<file path="config.mk">
export PLATFORM = sky130hd
export DESIGN_NAME = pipeline_stage_register
export DESIGN_NICKNAME = d
export VERILOG_FILES = /design/src/rtl/rv32_pipe_pkg.sv /design/src/rtl/pipe_skid_slot.sv /design/src/rtl/pipeline_stage_register.sv
export SDC_FILE = /design/constraint.sdc
export NUM_CORES = 1
export LEC_CHECK = 0
export ABC_CLOCK_PERIOD_IN_PS = 27900
export CAP_MARGIN = 20
export CORE_MARGIN = 5
export CORE_UTILIZATION = 45
export CTS_BUF_LIST = sky130_fd_sc_hd__clkbuf_4
export CTS_CLUSTER_SIZE = 25
export DETAILED_ROUTE_END_ITERATION = 8
export PLACE_DENSITY = 0.74
export SLEW_MARGIN = 30
export SYNTH_ARGS = -nofsm -noshare
export SYNTH_HDL_FRONTEND = slang
export SYNTH_SLANG_ARGS = --single-unit
export TNS_END_PERCENT = 30
</file>
<file path="constraint.sdc">
create_clock -name clk -period 27.9 [get_ports clk]
set_clock_uncertainty 0.1 [all_clocks]
set_input_delay 8.37 -clock clk [delete_from_list [all_inputs] [get_ports clk]]
set_output_delay 8.37 -clock clk [all_outputs]
set_load 0.02 [all_outputs]
</file>
<file path="src/rtl/rv32_pipe_pkg.sv">
// Shared definitions for the RV32 pipeline stage registers.
// Latency: n/a (constants, types and helpers only).
// Backpressure: n/a.
//
// Holds the NOP encoding used as the bubble payload, the field layout of the
// stage payload bus, and the bit positions of the side-effecting control bits.
package rv32_pipe_pkg;

  // ADDI x0, x0, 0 -- the canonical RV32 NOP, placed in the low word of a bubble
  localparam logic [31:0] RV32_NOP = 32'h0000_0013;

  // Default stage bus widths
  localparam int PIPE_DATA_WIDTH = 256;
  localparam int PIPE_CTRL_WIDTH = 8;

  // Payload field layout (LSB offset / width). The instruction word sits in the
  // low 32 bits so that a bubble payload decodes as a NOP in any later stage.
  localparam int PL_INSTR_LSB    = 0;
  localparam int PL_INSTR_W      = 32;
  localparam int PL_PC_LSB       = 32;
  localparam int PL_PC_W         = 32;
  localparam int PL_PC4_LSB      = 64;
  localparam int PL_PC4_W        = 32;
  localparam int PL_IMM_LSB      = 96;
  localparam int PL_IMM_W        = 32;
  localparam int PL_RS1_LSB      = 128;
  localparam int PL_RS1_W        = 32;
  localparam int PL_RS2_LSB      = 160;
  localparam int PL_RS2_W        = 32;
  localparam int PL_ALU_LSB      = 192;
  localparam int PL_ALU_W        = 32;
  localparam int PL_RSVD_LSB     = 224;
  localparam int PL_RSVD_W       = 32;

  // Control bit indices; every one of these triggers an architectural side effect
  localparam int CTRL_REG_WE     = 0;
  localparam int CTRL_CSR_WE     = 1;
  localparam int CTRL_MEM_WE     = 2;
  localparam int CTRL_MEM_RE     = 3;
  localparam int CTRL_BRANCH     = 4;
  localparam int CTRL_JUMP       = 5;
  localparam int CTRL_FENCE      = 6;
  localparam int CTRL_TRAP       = 7;

  // Mask of the bits that write architectural state
  localparam logic [PIPE_CTRL_WIDTH-1:0] CTRL_WE_MASK =
    PIPE_CTRL_WIDTH'((1 << CTRL_REG_WE) | (1 << CTRL_CSR_WE) | (1 << CTRL_MEM_WE));

  // Stage payload viewed as named fields
  typedef struct packed {
    logic [PL_RSVD_W-1:0]  rsvd;
    logic [PL_ALU_W-1:0]   alu;
    logic [PL_RS2_W-1:0]   rs2;
    logic [PL_RS1_W-1:0]   rs1;
    logic [PL_IMM_W-1:0]   imm;
    logic [PL_PC4_W-1:0]   pc4;
    logic [PL_PC_W-1:0]    pc;
    logic [PL_INSTR_W-1:0] instr;
  } stage_payload_t;

  // True when a control word would write any architectural state
  function automatic logic ctrl_has_write(input logic [PIPE_CTRL_WIDTH-1:0] ctrl);
    return |(ctrl & CTRL_WE_MASK);
  endfunction

endpackage

</file>
<file path="src/rtl/pipe_skid_slot.sv">
// One storage slot (valid + payload + control) of a pipeline stage register.
// Latency: 1 cycle, load/drain/kill take effect at the next rising edge.
// Backpressure: none inside the slot; the parent decides when to load or drain.
//
// Ports:
//   clk, reset      clock and asynchronous active-high reset
//   load            capture d_data/d_ctrl and mark the slot full
//   drain           mark the slot empty, zero control, keep the payload
//   kill            mark the slot empty, zero control, payload back to BUBBLE_DATA
//   d_data, d_ctrl  incoming entry
//   q_valid, q_data, q_ctrl  stored entry
module pipe_skid_slot
  import rv32_pipe_pkg::*;
#(
  parameter int                    DATA_WIDTH  = PIPE_DATA_WIDTH,
  parameter int                    CTRL_WIDTH  = PIPE_CTRL_WIDTH,
  parameter logic [DATA_WIDTH-1:0] BUBBLE_DATA = DATA_WIDTH'(RV32_NOP)
) (
  input  logic                  clk,
  input  logic                  reset,
  input  logic                  load,
  input  logic                  drain,
  input  logic                  kill,
  input  logic [DATA_WIDTH-1:0] d_data,
  input  logic [CTRL_WIDTH-1:0] d_ctrl,
  output logic                  q_valid,
  output logic [DATA_WIDTH-1:0] q_data,
  output logic [CTRL_WIDTH-1:0] q_ctrl
);

  // kill beats load beats drain. Control is zeroed whenever the slot empties
  // so an empty slot can never present a live write enable.
  always_ff @(posedge clk or posedge reset) begin
    if (reset) begin
      q_valid <= 1'b0;
      q_data  <= BUBBLE_DATA;
      q_ctrl  <= '0;
    end else if (kill) begin
      q_valid <= 1'b0;
      q_data  <= BUBBLE_DATA;
      q_ctrl  <= '0;
    end else if (load) begin
      q_valid <= 1'b1;
      q_data  <= d_data;
      q_ctrl  <= d_ctrl;
    end else if (drain) begin
      q_valid <= 1'b0;
      q_ctrl  <= '0;
    end
  end

endmodule

</file>
<file path="src/rtl/pipeline_stage_register.sv">
// Valid/ready pipeline stage register with flush and optional skid slot.
// Latency: 1 cycle from accepted input to m_valid when the stage is empty.
// Backpressure: SKID_EN=1 gives a registered s_ready (2 entries); SKID_EN=0 gives comb. ready.
//
// Ports:
//   clk, reset                  clock and asynchronous active-high reset
//   flush                       drop every held and same-cycle incoming entry
//   s_valid, s_ready, s_data, s_ctrl   upstream handshake and entry
//   m_valid, m_ready, m_data, m_ctrl   downstream handshake and entry (registered)
//   occupancy                   number of entries held (0..2)
module pipeline_stage_register
  import rv32_pipe_pkg::*;
#(
  parameter int                    DATA_WIDTH  = PIPE_DATA_WIDTH,
  parameter int                    CTRL_WIDTH  = PIPE_CTRL_WIDTH,
  parameter logic [DATA_WIDTH-1:0] BUBBLE_DATA = DATA_WIDTH'(RV32_NOP),
  parameter bit                    SKID_EN     = 1'b1
) (
  input  logic                  clk,
  input  logic                  reset,
  input  logic                  flush,
  input  logic                  s_valid,
  output logic                  s_ready,
  input  logic [DATA_WIDTH-1:0] s_data,
  input  logic [CTRL_WIDTH-1:0] s_ctrl,
  output logic                  m_valid,
  input  logic                  m_ready,
  output logic [DATA_WIDTH-1:0] m_data,
  output logic [CTRL_WIDTH-1:0] m_ctrl,
  output logic [1:0]            occupancy
);

  // Held low while reset is asserted and up to the first edge after release,
  // so nothing is handshaken into a stage that is still being cleared.
  logic                  alive;

  logic                  main_valid;
  logic                  main_load;
  logic                  main_drain;
  logic [DATA_WIDTH-1:0] main_d_data;
  logic [CTRL_WIDTH-1:0] main_d_ctrl;

  logic                  skid_valid;

  logic                  in_fire;
  logic                  out_fire;

  always_ff @(posedge clk or posedge reset) begin
    if (reset) begin
      alive <= 1'b0;
    end else begin
      alive <= 1'b1;
    end
  end

  // A flushed cycle never stores the incoming entry, even if it was handshaken.
  assign in_fire  = s_valid & s_ready & ~flush;
  assign out_fire = main_valid & m_ready;

  pipe_skid_slot #(
    .DATA_WIDTH  (DATA_WIDTH),
    .CTRL_WIDTH  (CTRL_WIDTH),
    .BUBBLE_DATA (BUBBLE_DATA)
  ) u_main (
    .clk     (clk),
    .reset   (reset),
    .load    (main_load),
    .drain   (main_drain),
    .kill    (flush),
    .d_data  (main_d_data),
    .d_ctrl  (main_d_ctrl),
    .q_valid (main_valid),
    .q_data  (m_data),
    .q_ctrl  (m_ctrl)
  );

  generate
    if (SKID_EN) begin : g_skid
      logic                  skid_load;
      logic                  skid_drain;
      logic [DATA_WIDTH-1:0] skid_data;
      logic [CTRL_WIDTH-1:0] skid_ctrl;

      // Ready depends only on registered state, which breaks the ready chain.
      assign s_ready = alive & ~skid_valid;

      // The skid slot only ever fills while main is full, so when main
      // drains the skid entry is older than anything upstream and goes first.
      assign main_d_data = skid_valid ? skid_data : s_data;
      assign main_d_ctrl = skid_valid ? skid_ctrl : s_ctrl;

      // Refill main when it is empty or is being emptied this cycle.
      assign main_load  = out_fire ? (skid_valid | in_fire) : (~main_valid & in_fire);
      assign main_drain = out_fire & ~main_load;

      // Entry arrives while main is stalled: park it in the skid slot.
      assign skid_load  = in_fire & main_valid & ~m_ready;
      // Skid content moves into main on any downstream handshake.
      assign skid_drain = skid_valid & out_fire;

      pipe_skid_slot #(
        .DATA_WIDTH  (DATA_WIDTH),
        .CTRL_WIDTH  (CTRL_WIDTH),
        .BUBBLE_DATA (BUBBLE_DATA)
      ) u_skid (
        .clk     (clk),
        .reset   (reset),
        .load    (skid_load),
        .drain   (skid_drain),
        .kill    (flush),
        .d_data  (s_data),
        .d_ctrl  (s_ctrl),
        .q_valid (skid_valid),
        .q_data  (skid_data),
        .q_ctrl  (skid_ctrl)
      );
    end else begin : g_noskid
      // Single register: accept whenever the held entry leaves this cycle.
      assign s_ready     = alive & (~main_valid | m_ready);
      assign main_d_data = s_data;
      assign main_d_ctrl = s_ctrl;
      assign main_load   = in_fire;
      assign main_drain  = out_fire & ~in_fire;
      assign skid_valid  = 1'b0;
    end
  endgenerate

  assign m_valid   = main_valid;
  assign occupancy = {1'b0, main_valid} + {1'b0, skid_valid};

endmodule

</file>
-- After elaboration in Yosys (flattened, before gate mapping)
Cells that the tools add are included.
- register bits: 531
- bits of input ports: 269
- logic and storage cells: 46
- $add $sub $neg: 1
- mux-type cells: 19
- bitwise gates (word level): 15
- reduce and logical (&&, ||, !) cells: 4
- operators by type and width (operator ; count):
    256-bit 2-to-1 mux ; 5
    8-bit 2-to-1 mux ; 7
    1-bit AND ; 9
    1-bit 2-to-1 mux ; 7
    3-bit nonzero test ; 2
    1-bit inverter ; 5
    2-bit nonzero test ; 2
    1-bit by 1-bit adder with 2-bit output ; 1
    1-bit bitwise OR ; 1

-- Depth between registers and ports, before layout
- depth after elaboration: 11
- gate-level depth with buffers: 8

-- By module
A second synthesis with hierarchy kept.
- cell total of the unflattened synthesis: 2009
- area total of the unflattened synthesis: 25962.4 µm²
- by module, submodules not included (module ; instances ; cells an instance ; area each (µm²) ; seq. area each (µm²)):
    pipe_skid_slot ; 2 ; 851 ; 10929.2 ; 6635.1
    pipeline_stage_register ; 1 ; 307 ; 4103.9 ; 25.0

-- Least setup slack after synthesis
OpenSTA, ideal clock, no wires.
- path kind: input-to-reg
- start: input port s_valid
- end: register g_skid.u_skid.q_data[10]
- data arrival time: 9586 ps
- required time: 27672 ps
- setup slack: 18086 ps
- stages: 7
- path buffers: 4
- cell sequence: and3b_1 -> buf_2 -> nand3b_1 -> buf_2 -> buf_4 -> buf_2 -> mux2_1
- word-level cells in the longest chain between the ends: 5
- ends and longest elaborated chain (what ; RTL line ; source):
    start, declared ; pipeline_stage_register.sv:22 ; input logic s_valid,
    1-bit AND (2 in series) ; pipeline_stage_register.sv:57 ; assign in_fire = s_valid & s_ready & ~flush;
    1-bit AND (2 in series) ; pipeline_stage_register.sv:97 ; assign skid_load = in_fire & main_valid & ~m_ready;
    2-bit nonzero test (no source line) ; -- ;
    end signal, assigned ; pipe_skid_slot.sv:44 ; q_data <= d_data;
    end, declared ; pipe_skid_slot.sv:27 ; output logic [DATA_WIDTH-1:0] q_data,
No other way between the ends.
A chain may end at the register's enable or synchronous reset.

-- Final worst setup path
- start: input port s_valid
- end: register u_main.q_data[20]
- word-level cells in the longest chain between the ends: 5
- ends and longest elaborated chain (what ; RTL line ; source):
    1-bit AND (*) (2 in series) ; pipeline_stage_register.sv:57 ;
    1-bit AND / 1-bit bitwise OR (equally long branches) ; pipeline_stage_register.sv:93 ; assign main_load = out_fire ? (skid_valid | in_fire) : (~main_valid & in_fire);
    1-bit 2-to-1 mux (*) ; pipeline_stage_register.sv:93 ;
    2-bit nonzero test (no source line) (*) ; -- ;
    end signal, assigned ; pipe_skid_slot.sv:44 ;
    end, declared ; pipe_skid_slot.sv:27 ;
Every way passes the cells marked *; elsewhere a longest branch is shown, timed or not.

==> flow_summary.yaml <==
synthesis:
  ys_seq_elements: 531
  synth.yosys.seq_area_share_pct: 48.1
  yosysUniqueCellTypes: 30
  async_reset_ff_share_pct: 100
  synth_cells: 2359
  ys_warn_count: 0
  synth-main-ff-cell: "dfrtp_1"
  synth_fp_nets: 2629
  avgSynthCellArea_um2: 11.7
  synth_edf_count: 0
  syn_area_mm2: 0.0276
cts:
  post-cts-setup-buffer-count: 0
  clkSinkCount: 531
  cts_buffer_depth: 3
  htree_levels: 4
  clockRootBuffer: "clkbuf_4"
  numCtsBuffers: 147
  cts_resized: 0
  clk_pin_slew_worst_paths_ns: 0.07
  tritoncts: "built"
  insertion_delay_ns: 0.95
  cts.hold.buffers_added: 0
setup_path:
  critPathLaunch: "s_valid"
  critPathTopFamily: "buffers and inverters"
  endpoint: "u_main.q_data[20]"
  required_ns: 28.57
  reg2regPathDepth: 7
  critPathKind: "primary input to flop"
  path_cells: "clkdlybuf4s50_1 -> a21oi_4 -> buf_12 -> or3_4 -> buf_6 -> buf_6 -> a211oi_1"
  worst-path-buf-inv: 4
  path_depth: 7
  crit_path_top_delay_cell: "or3_4"
  critPathArrivalTime_ns: 12.33
  r2r_end: "u_main.q_data[20]"
  ff2ff_setup_slack_ns: 22.84
  crit_path_end_kind: "flop"
  max_stage_delay_ns: 0.88
  worstReg2RegStart: "g_skid.u_skid.q_valid"
  crit_top_cell: "buf_6"
  start_kind: "primary input"
  crit_path_max_fanout: 174
sta:
  setup_viol: 0
  hold_violations: 0
  max_slew.worst_pin.slew_ns: 1.08
  post-route-period-util_pct: 41.8
  fin_crit_ns: 11.66
  max_slew_margin_pct: 27.7
  final.setup.tns_ns: 0
  drv_slew: 0
  hold_ws_ns: 0.405
  max_freq_mhz: 85.8
  rsz0062_at_grt: "no"
detailed_routing:
  first_iter_violations: 1545
  via_per_inst: 5.56
  num_vias: 20900
  wl_um: 81500
  dr.pass1.iters: 5
  ant_nets: 0
  routedWlPerCell_um: 21.8
  route.detailed.drc: 0
global_routing:
  antenna_found_initial: 24
  grt.overflow.total: 0
  grt_max_degree: 180
  grt.total_usage_pct: 23.7
  grt_pass1_wl_um: 128000
  grt_pass1_vias: 22200
power_and_ir_drop:
  ir_drop_mv: 0.0355
  p_leak_nw: 15.0
  pwr_density_cell_mw_per_mm2: 52.6
layout:
  nNetsFinal: 3108
  area_growth_pct: 27.3
  multi_input_area_mm2: 0.0122
  drive_gt1_share_pct: 32.8
  post-route-cell-area_mm2: 0.0352
  seq_area_mm2: 0.0133
  fill_cells: 4905
floorplan:
  core_mm2: 0.0606
  die-width_um: 258
  die_h_um: 258
  start_util_pct: 45.6
  io_pins: 537
  die-area_mm2: 0.0664
  rows: 90
placed_design:
  gp_congestion: 0.889
  dpl_cell_area_mm2: 0.0331
  port-buffer-count: 536
  dp_hpwl_um: 50000
worst_hold_path:
  hp-class: "flop to flop"
  whs_path_depth: 1
job:
  drv_cap: 0
status:
  outcome: "finished clean"
## cells in the mapped netlist, types with 4 or more instances
| cell | instances | share of area, % |
|---|---|---|
| o2bb2ai_1 | 8 | 0.25 |
| buf_1 | 7 | 0.095 |
| mux2_1 | 9 | 0.37 |
| a211oi_2 | 177 | 8.0 |
| buf_6 | 28 | 1.1 |
| mux2_2 | 505 | 21 |
| nor4_1 | 253 | 5.7 |
| a21oi_1 | 6 | 0.11 |
| inv_1 | 257 | 3.5 |
| dfstp_2 | 6 | 0.57 |
| nand2b_1 | 9 | 0.20 |
| nand2_1 | 4 | 0.054 |
| nor2b_1 | 259 | 5.9 |
| a211oi_1 | 82 | 2.2 |
| nor2_1 | 4 | 0.054 |
| a22o_1 | 8 | 0.25 |
| buf_2 | 42 | 0.76 |
| buf_4 | 6 | 0.16 |
| clkbuf_1 | 151 | 2.1 |
| dfrtp_1 | 525 | 48 |
## placed cells by master (no fill, tap or decap), types with 2 or more instances in the layout
master,Yosys,final
nor2_1,4,4
a21oi_1,6,5
clkinv_1,0,15
nor4_1,253,253
nor2b_1,259,257
mux2i_1,3,3
dfrtp_1,525,524
o2bb2ai_1,8,8
bufinv_16,0,2
clkinv_2,0,3
dfstp_2,6,6
buf_4,6,12
and3b_1,2,2
a211oi_2,177,177
mux2_1,9,9
buf_6,28,9
mux2_2,505,505
clkbuf_4,0,232
inv_2,0,5
diode_2,0,18
inv_1,257,256
nand2_1,4,4
buf_12,0,5
a22o_1,8,8
a211oi_1,82,82
nand2b_1,9,9
nor2b_4,0,2
buf_16,0,2
clkdlybuf4s50_1,0,535
## worst min path at each step
| stage | startpoint | endpoint | slack (ns) |
|---|---|---|---|
| final | u_main.q_ctrl[7] | u_main.q_ctrl[7] | 0.41 |
| after global routing | u_main.q_ctrl[7] | u_main.q_ctrl[7] | 0.44 |
| after CTS | u_main.q_ctrl[7] | u_main.q_ctrl[7] | 0.41 |
| after detailed placement | u_main.q_ctrl[7] | u_main.q_ctrl[7] | 0.39 |
| after global placement | u_main.q_ctrl[5] | u_main.q_ctrl[5] | 0.39 |
| after floorplan | g_skid.u_skid.q_ctrl[0] | g_skid.u_skid.q_ctrl[0] | 0.40 |
## per-stage QoR
step	power [mW]	utilization [%]	setup WS, ns	std cells
floorplan	0.995	-	4.60	2359
global placement	1.13	54.6	14.80	3469
detailed placement	1.13	54.7	14.79	3469
CTS	1.87	57.8	15.81	3728
global route	1.94	58.0	16.21	3743
finish	1.85	58.0	16.24	3748
## final cells by class
cell class                 count  share of cell area (%)
sequential                   531                    37.8
multi-input combinational   1337                    34.8
timing repair buffer         564                    16.3
clock buffer                 232                    4.95
tap                          782                    2.78
inverter                     257                    2.78
clock inverter                27                   0.473
antenna                       18                   0.128
## state kept, by name, summed over array words and instances, names as in the netlist
signal and flops:
g_skid.u_skid.q_data 256, u_main.q_data 256, g_skid.u_skid.q_ctrl 8, u_main.q_ctrl 8, alive 1, g_skid.u_skid.q_valid 1
u_main.q_valid 1
## kinds of logic (layout without fill, tap and decap cells)
kind of cell | count (synthesis) | in the layout | synth area share [%]
AO/OA/AOI/OAI | 283 | 283 | 10.9
adder cells (fa/ha/maj) | 1 | 1 | 0.0453
buffers and inverters | 491 | 1080 | 7.71
flip-flops | 531 | 531 | 48.1
multiplexers | 517 | 517 | 21.1
other | 1 | 19 | 0.0136
AND/OR/NAND/NOR | 535 | 535 | 12.1
## report_power, final
group | internal, mW | total (mW) | switching, mW | leakage (nW)
Clock | 0.394 | 0.730 | 0.336 | 1.16
Sequential | 0.802 | 0.824 | 0.0223 | 7.21
Combinational | 0.136 | 0.297 | 0.160 | 6.59
Total | 1.33 | 1.85 | 0.518 | 15.0
## routing by layer
layer  up-vias  GRT usage, %  part of all wire [%]
met5         -             0                  0.16
li1       9434             -                     -
met3       151          8.51                   8.2
met1     10500          30.7                    42
met2       705          37.4                    47
met4        18          7.92                   2.5
No activity file was read; power rests on OpenSTA's default activity.
